## src/rtl/vending_multi.sv

```systemverilog
// Vending-machine controller: 100/500-won coins, N_PROD priced products, cancel,
// and paced change return. Money is counted in 100-won units.
module vending_multi #(
    parameter int                   N_PROD     = 4,
    parameter int                   CW         = 5,
    parameter int                   MAX_CREDIT = 20,
    parameter logic [N_PROD*CW-1:0] PRICES     = {5'd2, 5'd5, 5'd4, 5'd3},
    localparam int                  IW         = (N_PROD > 1) ? $clog2(N_PROD) : 1
) (
    input  logic              CLK,
    input  logic              RSTn,
    input  logic              w100,
    input  logic              w500,
    input  logic [N_PROD-1:0] btn,
    input  logic              cancel,
    output logic              sale,
    output logic [IW-1:0]     sale_id,
    output logic              ret,
    output logic              reject,
    output logic              short,
    output logic              busy,
    output logic [CW-1:0]     credit
);

    typedef enum logic [1:0] {IDLE, HOLD, VEND, CHANGE} state_t;

    state_t          r_state;
    logic            r_sale;
    logic [IW-1:0]   r_sale_id;
    logic            r_ret;
    logic            r_reject;
    logic            r_short;
    logic            r_busy;
    logic [CW-1:0]   r_credit;

    logic            w_btn_any;
    logic [IW-1:0]   w_btn_idx;
    logic [CW-1:0]   w_price;
    logic            w_coin_any;
    logic [CW+1:0]   w_coin_sum;
    logic [CW+1:0]   w_total;
    logic            w_fits;
    logic            w_afford;

    // Lowest set button index wins: scan downward so the last hit is the lowest.
    always_comb begin
        w_btn_idx = '0;
        w_price   = '0;
        for (int i = N_PROD - 1; i >= 0; i--) begin
            if (btn[i]) begin
                w_btn_idx = IW'(i);
                w_price   = PRICES[i*CW +: CW];
            end
        end
    end

    assign w_btn_any  = |btn;
    assign w_coin_any = w100 | w500;
    assign w_coin_sum = {{(CW+1){1'b0}}, w100} + (w500 ? (CW+2)'(5) : (CW+2)'(0));
    assign w_total    = {2'b00, r_credit} + w_coin_sum;
    assign w_fits     = (w_total <= (CW+2)'(MAX_CREDIT));
    assign w_afford   = (r_credit >= w_price);

    always_ff @(posedge CLK or negedge RSTn) begin
        if (!RSTn) begin
            r_state   <= IDLE;
            r_sale    <= 1'b0;
            r_sale_id <= '0;
            r_ret     <= 1'b0;
            r_reject  <= 1'b0;
            r_short   <= 1'b0;
            r_busy    <= 1'b0;
            r_credit  <= '0;
        end else begin
            r_sale   <= 1'b0;
            r_ret    <= 1'b0;
            r_reject <= 1'b0;
            r_short  <= 1'b0;
            case (r_state)
                IDLE, HOLD: begin
                    if (cancel && r_state == HOLD) begin
                        r_reject <= w_coin_any;
                        r_state  <= CHANGE;
                        r_busy   <= 1'b1;
                    end else if (w_btn_any) begin
                        r_reject <= w_coin_any;
                        if (w_afford) begin
                            r_sale    <= 1'b1;
                            r_sale_id <= w_btn_idx;
                            r_credit  <= r_credit - w_price;
                            r_state   <= VEND;
                            r_busy    <= 1'b1;
                        end else begin
                            r_short <= 1'b1;
                        end
                    end else if (w_coin_any) begin
                        if (w_fits) begin
                            r_credit <= w_total[CW-1:0];
                            r_state  <= HOLD;
                        end else begin
                            r_reject <= 1'b1;
                        end
                    end
                end
                VEND: begin
                    r_reject <= w_coin_any;
                    if (r_credit != '0) begin
                        r_state <= CHANGE;
                    end else begin
                        r_state <= IDLE;
                        r_busy  <= 1'b0;
                    end
                end
                CHANGE: begin
                    // A low cycle follows every ret pulse; leave only after that gap.
                    r_reject <= w_coin_any;
                    if (r_ret) begin
                        if (r_credit == '0) begin
                            r_state <= IDLE;
                            r_busy  <= 1'b0;
                        end
                    end else if (r_credit != '0) begin
                        r_ret    <= 1'b1;
                        r_credit <= r_credit - CW'(1);
                    end else begin
                        r_state <= IDLE;
                        r_busy  <= 1'b0;
                    end
                end
                default: begin
                    r_state <= IDLE;
                    r_busy  <= 1'b0;
                end
            endcase
        end
    end

    assign sale    = r_sale;
    assign sale_id = r_sale_id;
    assign ret     = r_ret;
    assign reject  = r_reject;
    assign short   = r_short;
    assign busy    = r_busy;
    assign credit  = r_credit;

endmodule

```

## config.mk

```make
export PLATFORM = sky130hd
export DESIGN_NAME = vending_multi
export DESIGN_NICKNAME = d
export VERILOG_FILES = /design/src/rtl/vending_multi.sv
export SDC_FILE = /design/constraint.sdc
export NUM_CORES = 1
export LEC_CHECK = 0
export ABC_AREA = 1
export BUFFER_PORTS_ARGS = -buffer_cell sky130_fd_sc_hd__buf_2
export CAP_MARGIN = 20
export CORE_MARGIN = 3
export CORE_UTILIZATION = 46
export DETAILED_ROUTE_END_ITERATION = 12
export GPL_TIMING_DRIVEN = 0
export PLACE_DENSITY = 0.67
export SLEW_MARGIN = 20
export SYNTH_ARGS = -nofsm -noshare
export SYNTH_HDL_FRONTEND = slang
export SYNTH_SLANG_ARGS = --single-unit
```

## constraint.sdc

```tcl
create_clock -name CLK -period 4.05 [get_ports CLK]
set_input_delay 0.2025 -clock CLK [delete_from_list [all_inputs] [get_ports CLK]]
set_output_delay 0.2025 -clock CLK [all_outputs]
set_load 0.02 [all_outputs]
```

After elaboration in Yosys (flattened, before gate mapping)

Index checks and enable logic that the tools add are counted.

Equality and inequality tests: 16
Reductions and logical operators: 12
Magnitude comparators: 2
$add $sub $neg: 4
Div/mod/pow operators: 0
Bitwise logic cells: 2
Multiply operators: 0
Mux-type cells: 50
Shifts and indexed selects: 0

Operators with widths:

| operator                                                               | count |
|---|---|
| 5-bit 2-to-1 mux                                                       | 10 |
| 2-bit 2-to-1 mux                                                       | 14 |
| 1-bit 2-to-1 mux                                                       | 21 |
| 3-bit inequality test (second input constant)                          | 7 |
| 4-bit inequality test (second input constant)                          | 3 |
| 5-bit one-hot mux with 2 select lines                                  | 1 |
| 7-bit AND reduction                                                    | 1 |
| 5-bit by 4-bit adder with 6-bit output                                 | 1 |
| 6-bit by 5-bit <= comparator with 1-bit output (second input constant) | 1 |
| 2-bit inequality test (second input constant)                          | 3 |
| 2-bit one-hot mux with 3 select lines                                  | 1 |
| 5-bit >= comparator                                                    | 1 |
| 5-bit logical NOT                                                      | 1 |
| 5-bit AND reduction                                                    | 1 |
| 5-bit nonzero test                                                     | 1 |
| 5-bit by 1-bit subtractor with 5-bit output (second input constant)    | 1 |
| 5-bit subtractor                                                       | 1 |
| 1-bit by 3-bit adder with 4-bit output                                 | 1 |
| 2-bit == test (second input constant)                                  | 2 |
| 4-bit AND reduction                                                    | 1 |
| 2-bit OR reduction                                                     | 2 |
| 4-bit OR reduction                                                     | 1 |
| 3-bit 2-to-1 mux                                                       | 1 |
| 1-bit one-hot mux with 3 select lines                                  | 1 |
| other kinds (8)                                                        | 8 |

Bits in writable memories: 0
Logic and storage cells: 94
Latch bits: 0
Output and inout bits: 12
Memories kept: 0
Bits in read-only memories: 0
Register bits after elaboration: 14

Logic depth before layout (Yosys ltp)

Depth in word-level cells: 9
Depth in mapped cells: 14
Gate-level depth less buffers: 14

Worst setup path before layout

OpenSTA, ideal clock, no wires.

Path kind: register to register
Start point: register r_credit[0], in the netlist credit[0]
End point: register r_credit[1], in the netlist credit[1]
Data arrival time: 1,930 ps
Data required time: 3,932 ps
Slack: 2,001 ps
Cell stages (with the launch flop): 15
Setup time: 118 ps
Clock period less this slack: 2,049 ps
Path through: dfrtp_1 > inv_1 > fa_1 > inv_1 > ha_1 > nand3_2 > nand2_1 > nand2_1 > and2_1 > nand2_2 > nand3_2 > nand2_4 > nand2_4 > nand2_1 > nand2_1

Word-level cells in the longest chain between the ends: 6
Elaborated cells on any way between the ends: 18
Classes of those cells: add/sub (3); order compare (2); eq/ne (3); mux (8); reduce/logical (2)

Ends and longest elaborated chain:

| element                                                                                        | RTL line | text |
|---|---|---|
| from (decl)                                                                                    | 34       | `logic [CW-1:0] r_credit;` |
| from (signal assigned)                                                                         | 90       | `r_credit <= r_credit - w_price;` |
| from (signal assigned)                                                                         | 98       | `r_credit <= w_total[CW-1:0];` |
| from (signal assigned)                                                                         | 124      | `r_credit <= r_credit - CW'(1);` |
| parallel branches: the longest is 6 deep, another holds 5-bit by 4-bit adder with 6-bit output | -        |  |

Several ways; the timed one is not identified. The select of a mux whose other input is x is not followed.
A chain may end at the register's enable or synchronous reset.

Worst setup path in the final report

Start point: register r_credit[0], in the netlist credit[0]
End point: register r_credit[4], in the netlist credit[4]

Same word-level chain as after synthesis.

==> run_summary.xml <==
<?xml version="1.0" encoding="UTF-8"?>
<metrics>
  <group name="global_route">
    <metric name="first_global_vias" unit="">1133</metric>
    <metric name="grt_antenna_before_repair" unit="">0</metric>
    <metric name="grtUsageTotal" unit="%">18.98</metric>
    <metric name="maximum_number_of_pins_on_one_net_before_global_route_repair" unit="">15</metric>
    <metric name="global_route.overflow_total" unit="">0</metric>
    <metric name="grt_pass1_wl" unit="um">5016</metric>
  </group>
  <group name="finish">
    <metric name="fill_cells" unit="">262</metric>
    <metric name="antenna_cells" unit="">0</metric>
    <metric name="fin_nets" unit="">219</metric>
    <metric name="layout-drive-gt1-share" unit="%">24.50</metric>
    <metric name="area_delta_synth_final" unit="%">14.60</metric>
  </group>
  <group name="floorplan">
    <metric name="io_pins" unit="">21</metric>
    <metric name="start_util" unit="%">49.51</metric>
    <metric name="design.core.area" unit="mm2">0.002545</metric>
    <metric name="die_height" unit="um">58.34</metric>
    <metric name="dieWidth" unit="um">58.34</metric>
    <metric name="dieArea" unit="mm2">0.003403</metric>
    <metric name="rows" unit="">18</metric>
  </group>
  <group name="sta">
    <metric name="tns" unit="ns">0</metric>
    <metric name="worst_slew_pin_slew" unit="ns">0.3482</metric>
    <metric name="fmax" unit="GHz">0.4726</metric>
    <metric name="holdWs" unit="ns">0.2184</metric>
    <metric name="timing.final.crit_share" unit="%">52.25</metric>
    <metric name="grt_setup_unrepaired" unit="">false</metric>
    <metric name="maxSlewHeadroom" unit="%">76.78</metric>
    <metric name="final-setup-viol-count" unit="">0</metric>
    <metric name="finalMaxSlewViolations" unit="">0</metric>
    <metric name="hold_viol" unit="">0</metric>
    <metric name="final_period_minus_worst_setup_slack" unit="ns">2.116</metric>
    <metric name="clock-skew-final" unit="ns">0.002018</metric>
  </group>
  <group name="yosys">
    <metric name="number_of_nets_in_the_synthesized_netlist" unit="">193</metric>
    <metric name="synth-seq-cells" unit="">14</metric>
    <metric name="syn_avg_cell_area" unit="um2">7.200</metric>
    <metric name="syn_area" unit="mm2">0.001260</metric>
    <metric name="synth_area_leaders" unit="">dfrtp_1, nand2_1, nand3_1</metric>
    <metric name="async_reset_ff_share" unit="%">100.0</metric>
    <metric name="synth_largest_type_area_fraction" unit="%">27.81</metric>
    <metric name="yosysSeqAreaShare" unit="%">27.81</metric>
    <metric name="post_synth_inst_count" unit="">175</metric>
    <metric name="netlist.top_cell.by_area" unit="">dfrtp_1</metric>
    <metric name="synth-edff-count" unit="">0</metric>
    <metric name="dominantRegCellSynth" unit="">dfrtp_1</metric>
    <metric name="yosys_warnings" unit="">0</metric>
    <metric name="synth_cell_types" unit="">31</metric>
  </group>
  <group name="power_and_ir_drop">
    <metric name="power.net_switching" unit="uW">661.0</metric>
    <metric name="comb_power_share" unit="%">69.7</metric>
    <metric name="switching_share" unit="%">53.26</metric>
    <metric name="leakage" unit="uW">0.0007901</metric>
    <metric name="intPower" unit="uW">580.1</metric>
    <metric name="pwr-share-clk" unit="%">8.5</metric>
    <metric name="pwrdens" unit="mW/mm2">859.5</metric>
    <metric name="power.sequential.fraction" unit="%">21.8</metric>
    <metric name="power.ir.vdd_worst" unit="uV">542.9</metric>
  </group>
  <group name="critical_path">
    <metric name="cp.required" unit="ns">4.24</metric>
    <metric name="slowest_delay" unit="ns">0.39</metric>
    <metric name="setup.worst_path.start_class" unit="">flip-flop</metric>
    <metric name="cp_max_fo" unit="">6</metric>
    <metric name="worst_setup_path_end_kind" unit="">flip-flop</metric>
    <metric name="cpMostUsedCell" unit="">nand2_1</metric>
    <metric name="arrival_worst_endpoint" unit="ns">2.30</metric>
    <metric name="crit_path_cell_trace" unit="">inv_1, fa_1, inv_1, ha_1, nand3_2, nand2_1, nand2_1, and2_1, nand2_2, nand3_2, nand2_4, nand2_4, nand2_1, nand2_1</metric>
    <metric name="path_buf_inv" unit="">2</metric>
    <metric name="timing.critical_path.max_delay_family" unit="">simple AND/OR/NAND/NOR gates</metric>
    <metric name="worst_path_max_delay_cell" unit="">dfrtp_1</metric>
    <metric name="critPathKind" unit="">reg2reg</metric>
  </group>
  <group name="cts">
    <metric name="tritoncts_num_sinks" unit="">14</metric>
    <metric name="numCtsBuffers" unit="">3</metric>
    <metric name="clk_latency" unit="ns">0.29</metric>
    <metric name="cts-htree-levels" unit="">1</metric>
    <metric name="count_of_cells_resized_by_post_cts_repair" unit="">0</metric>
    <metric name="clock-root-buffer" unit="">clkbuf_4</metric>
    <metric name="clock_tree_from_tritoncts" unit="">done</metric>
    <metric name="ctsLongestPathBuffers" unit="">2</metric>
    <metric name="clk_pin_slew_worst_paths" unit="ns">0.09</metric>
  </group>
  <group name="place">
    <metric name="place.gp.congestion" unit="">0.8810</metric>
    <metric name="buffer_ports.inserted" unit="">20</metric>
    <metric name="dp_hpwl" unit="um">2370</metric>
  </group>
  <group name="drt">
    <metric name="drt_first_pass_iters" unit="">4</metric>
    <metric name="detail_route.wl_per_cell" unit="um">12.83</metric>
    <metric name="routed_wirelength" unit="um">2951</metric>
    <metric name="post_drt_via_cell_ratio" unit="">5.148</metric>
    <metric name="antenna_violating_nets_post_route" unit="">0</metric>
    <metric name="num_vias" unit="">1184</metric>
    <metric name="drt_iter0_drc" unit="">41</metric>
    <metric name="post-route-drc-count" unit="">0</metric>
  </group>
  <group name="status">
    <metric name="status" unit="">finished, final reports clean</metric>
  </group>
  <group name="min_path">
    <metric name="hold_path.class" unit="">in2reg</metric>
  </group>
  <group name="job">
    <metric name="maxcap_viol_count" unit="">0</metric>
  </group>
</metrics>
-- worst register-to-register path: stages (launching register included) --
cell and delay, ns:
dfrtp_1 0.39, inv_1 0.13, fa_1 0.38, inv_1 0.08, ha_1 0.19, nand3_2 0.09, nand2_1 0.06, nand2_1 0.05
and2_1 0.14, nand2_2 0.10, nand3_2 0.09, nand2_4 0.11, nand2_4 0.07, nand2_1 0.06, nand2_1 0.05
-- timing repair --
action                    CTS  global route
hold buffers                1             0
hold endpoints to repair   14             0
buffers inserted            0             0
-- worst paths after layout --
check | start | to | slack [ns] | cells after the start
hold / removal | btn[2] | sale_id[1] | 0.22 | 3
hold reg to reg | ret | ret | 0.51 | 1
max in group asynchronous | RSTn | ret | 3.46 | 2
setup reg to reg | credit[0] | credit[4] | 1.93 | 14
min in group asynchronous | RSTn | sale_id[1] | 0.34 | 2
setup / recovery | credit[0] | credit[4] | 1.93 | 14
-- metal layers --
| metal | GRT usage, % | vias to the layer above | share of wire (%) |
|---|---|---|---|
| li1 | - | 616 | - |
| met1 | 25.45 | 538 | 48 |
| met2 | 31.42 | 26 | 47 |
| met3 | 3.509 | 4 | 4.9 |
| met4 | 4.967 | 0 | 0.81 |
| met5 | 0 | - | 0 |
-- cells in the mapped netlist (3+ instances only) --
library cell / n
nand2_1: 39
nand3_1: 26
inv_1: 23
dfrtp_1: 14
o21ai_0: 13
nor2_1: 10
ha_1: 7
a21oi_1: 4
inv_2: 4
nand2_2: 3
nand3_2: 3
nor2_2: 3
-- state kept, by name, indices dropped and copies added (netlist names) --
| signal | cells |
|---|---|
| credit | 5 |
| ret | 1 |
| sale_id | 2 |
| reject | 1 |
| busy | 1 |
| r_state | 2 |
| short | 1 |
| sale | 1 |
-- cell usage in the layout, fill, tap and decap left out, types with 3 or more instances in the layout --
cell type  instances
inv_1             23
dfrtp_1           14
nand2_1           39
clkbuf_4           3
nand2_2            3
nand3_1           26
o21ai_0           13
buf_2             22
nor2_1            10
nor2_2             3
inv_2              4
nand3_2            3
a21oi_1            4
ha_1               7
-- power groups by stage --
| stage | sequential (uW) | clock, uW | combinational, uW |
|---|---|---|---|
| 2_1_floorplan | 322 | 0 | 608 |
| 3_3_place_gp | 267 | 0 | 844 |
| 3_5_place_dp | 272 | 0 | 859 |
| 4_1_cts | 270 | 107 | 865 |
| 5_1_grt | 279 | 112 | 970 |
| 6_report | 271 | 105 | 865 |
-- final cells by class --
| class | count | area [um2] | area share, % |
|---|---|---|---|
| plain buffers | 4 | 28.78 | 1.993 |
| clock buffers | 4 | 36.28 | 2.513 |
| inverters | 27 | 101.3 | 7.019 |
| multi-input cells | 130 | 779.5 | 53.99 |
| flip-flops and latches | 14 | 350.3 | 24.26 |
| well taps | 30 | 37.54 | 2.600 |
| repair buffers | 21 | 110.1 | 7.626 |
-- stage by stage --
stage | cell area, um2 | power [uW] | cells | util (%) | setup slack [ns]
after global routing | 1444 | 1361 | 230 | 56.74 | 1.742
after CTS | 1444 | 1242 | 230 | 56.74 | 1.931
after global placement | 1398 | 1111 | 225 | 54.92 | 1.999
after detailed placement | 1398 | 1131 | 225 | 54.92 | 1.944
after floorplan | 1260 | 930.2 | 175 | - | 2.001
final | 1444 | 1241 | 230 | 56.74 | 1.934
-- cell families (layout without fill, tap and decap cells) --
logic type | Yosys count | in the layout | synth area share (%)
buffers and inverters | 31 | 56 | 10.33
DFF | 14 | 14 | 27.81
muxes | 1 | 1 | 1.191
adders and majority gates | 9 | 9 | 10.13
and+or+nand+nor | 94 | 94 | 38.33
xor gates and xnor gates | 2 | 2 | 1.391
AOI/OAI and AO/OA | 24 | 24 | 10.82
Note: power is estimated with default switching activity, not from simulation.
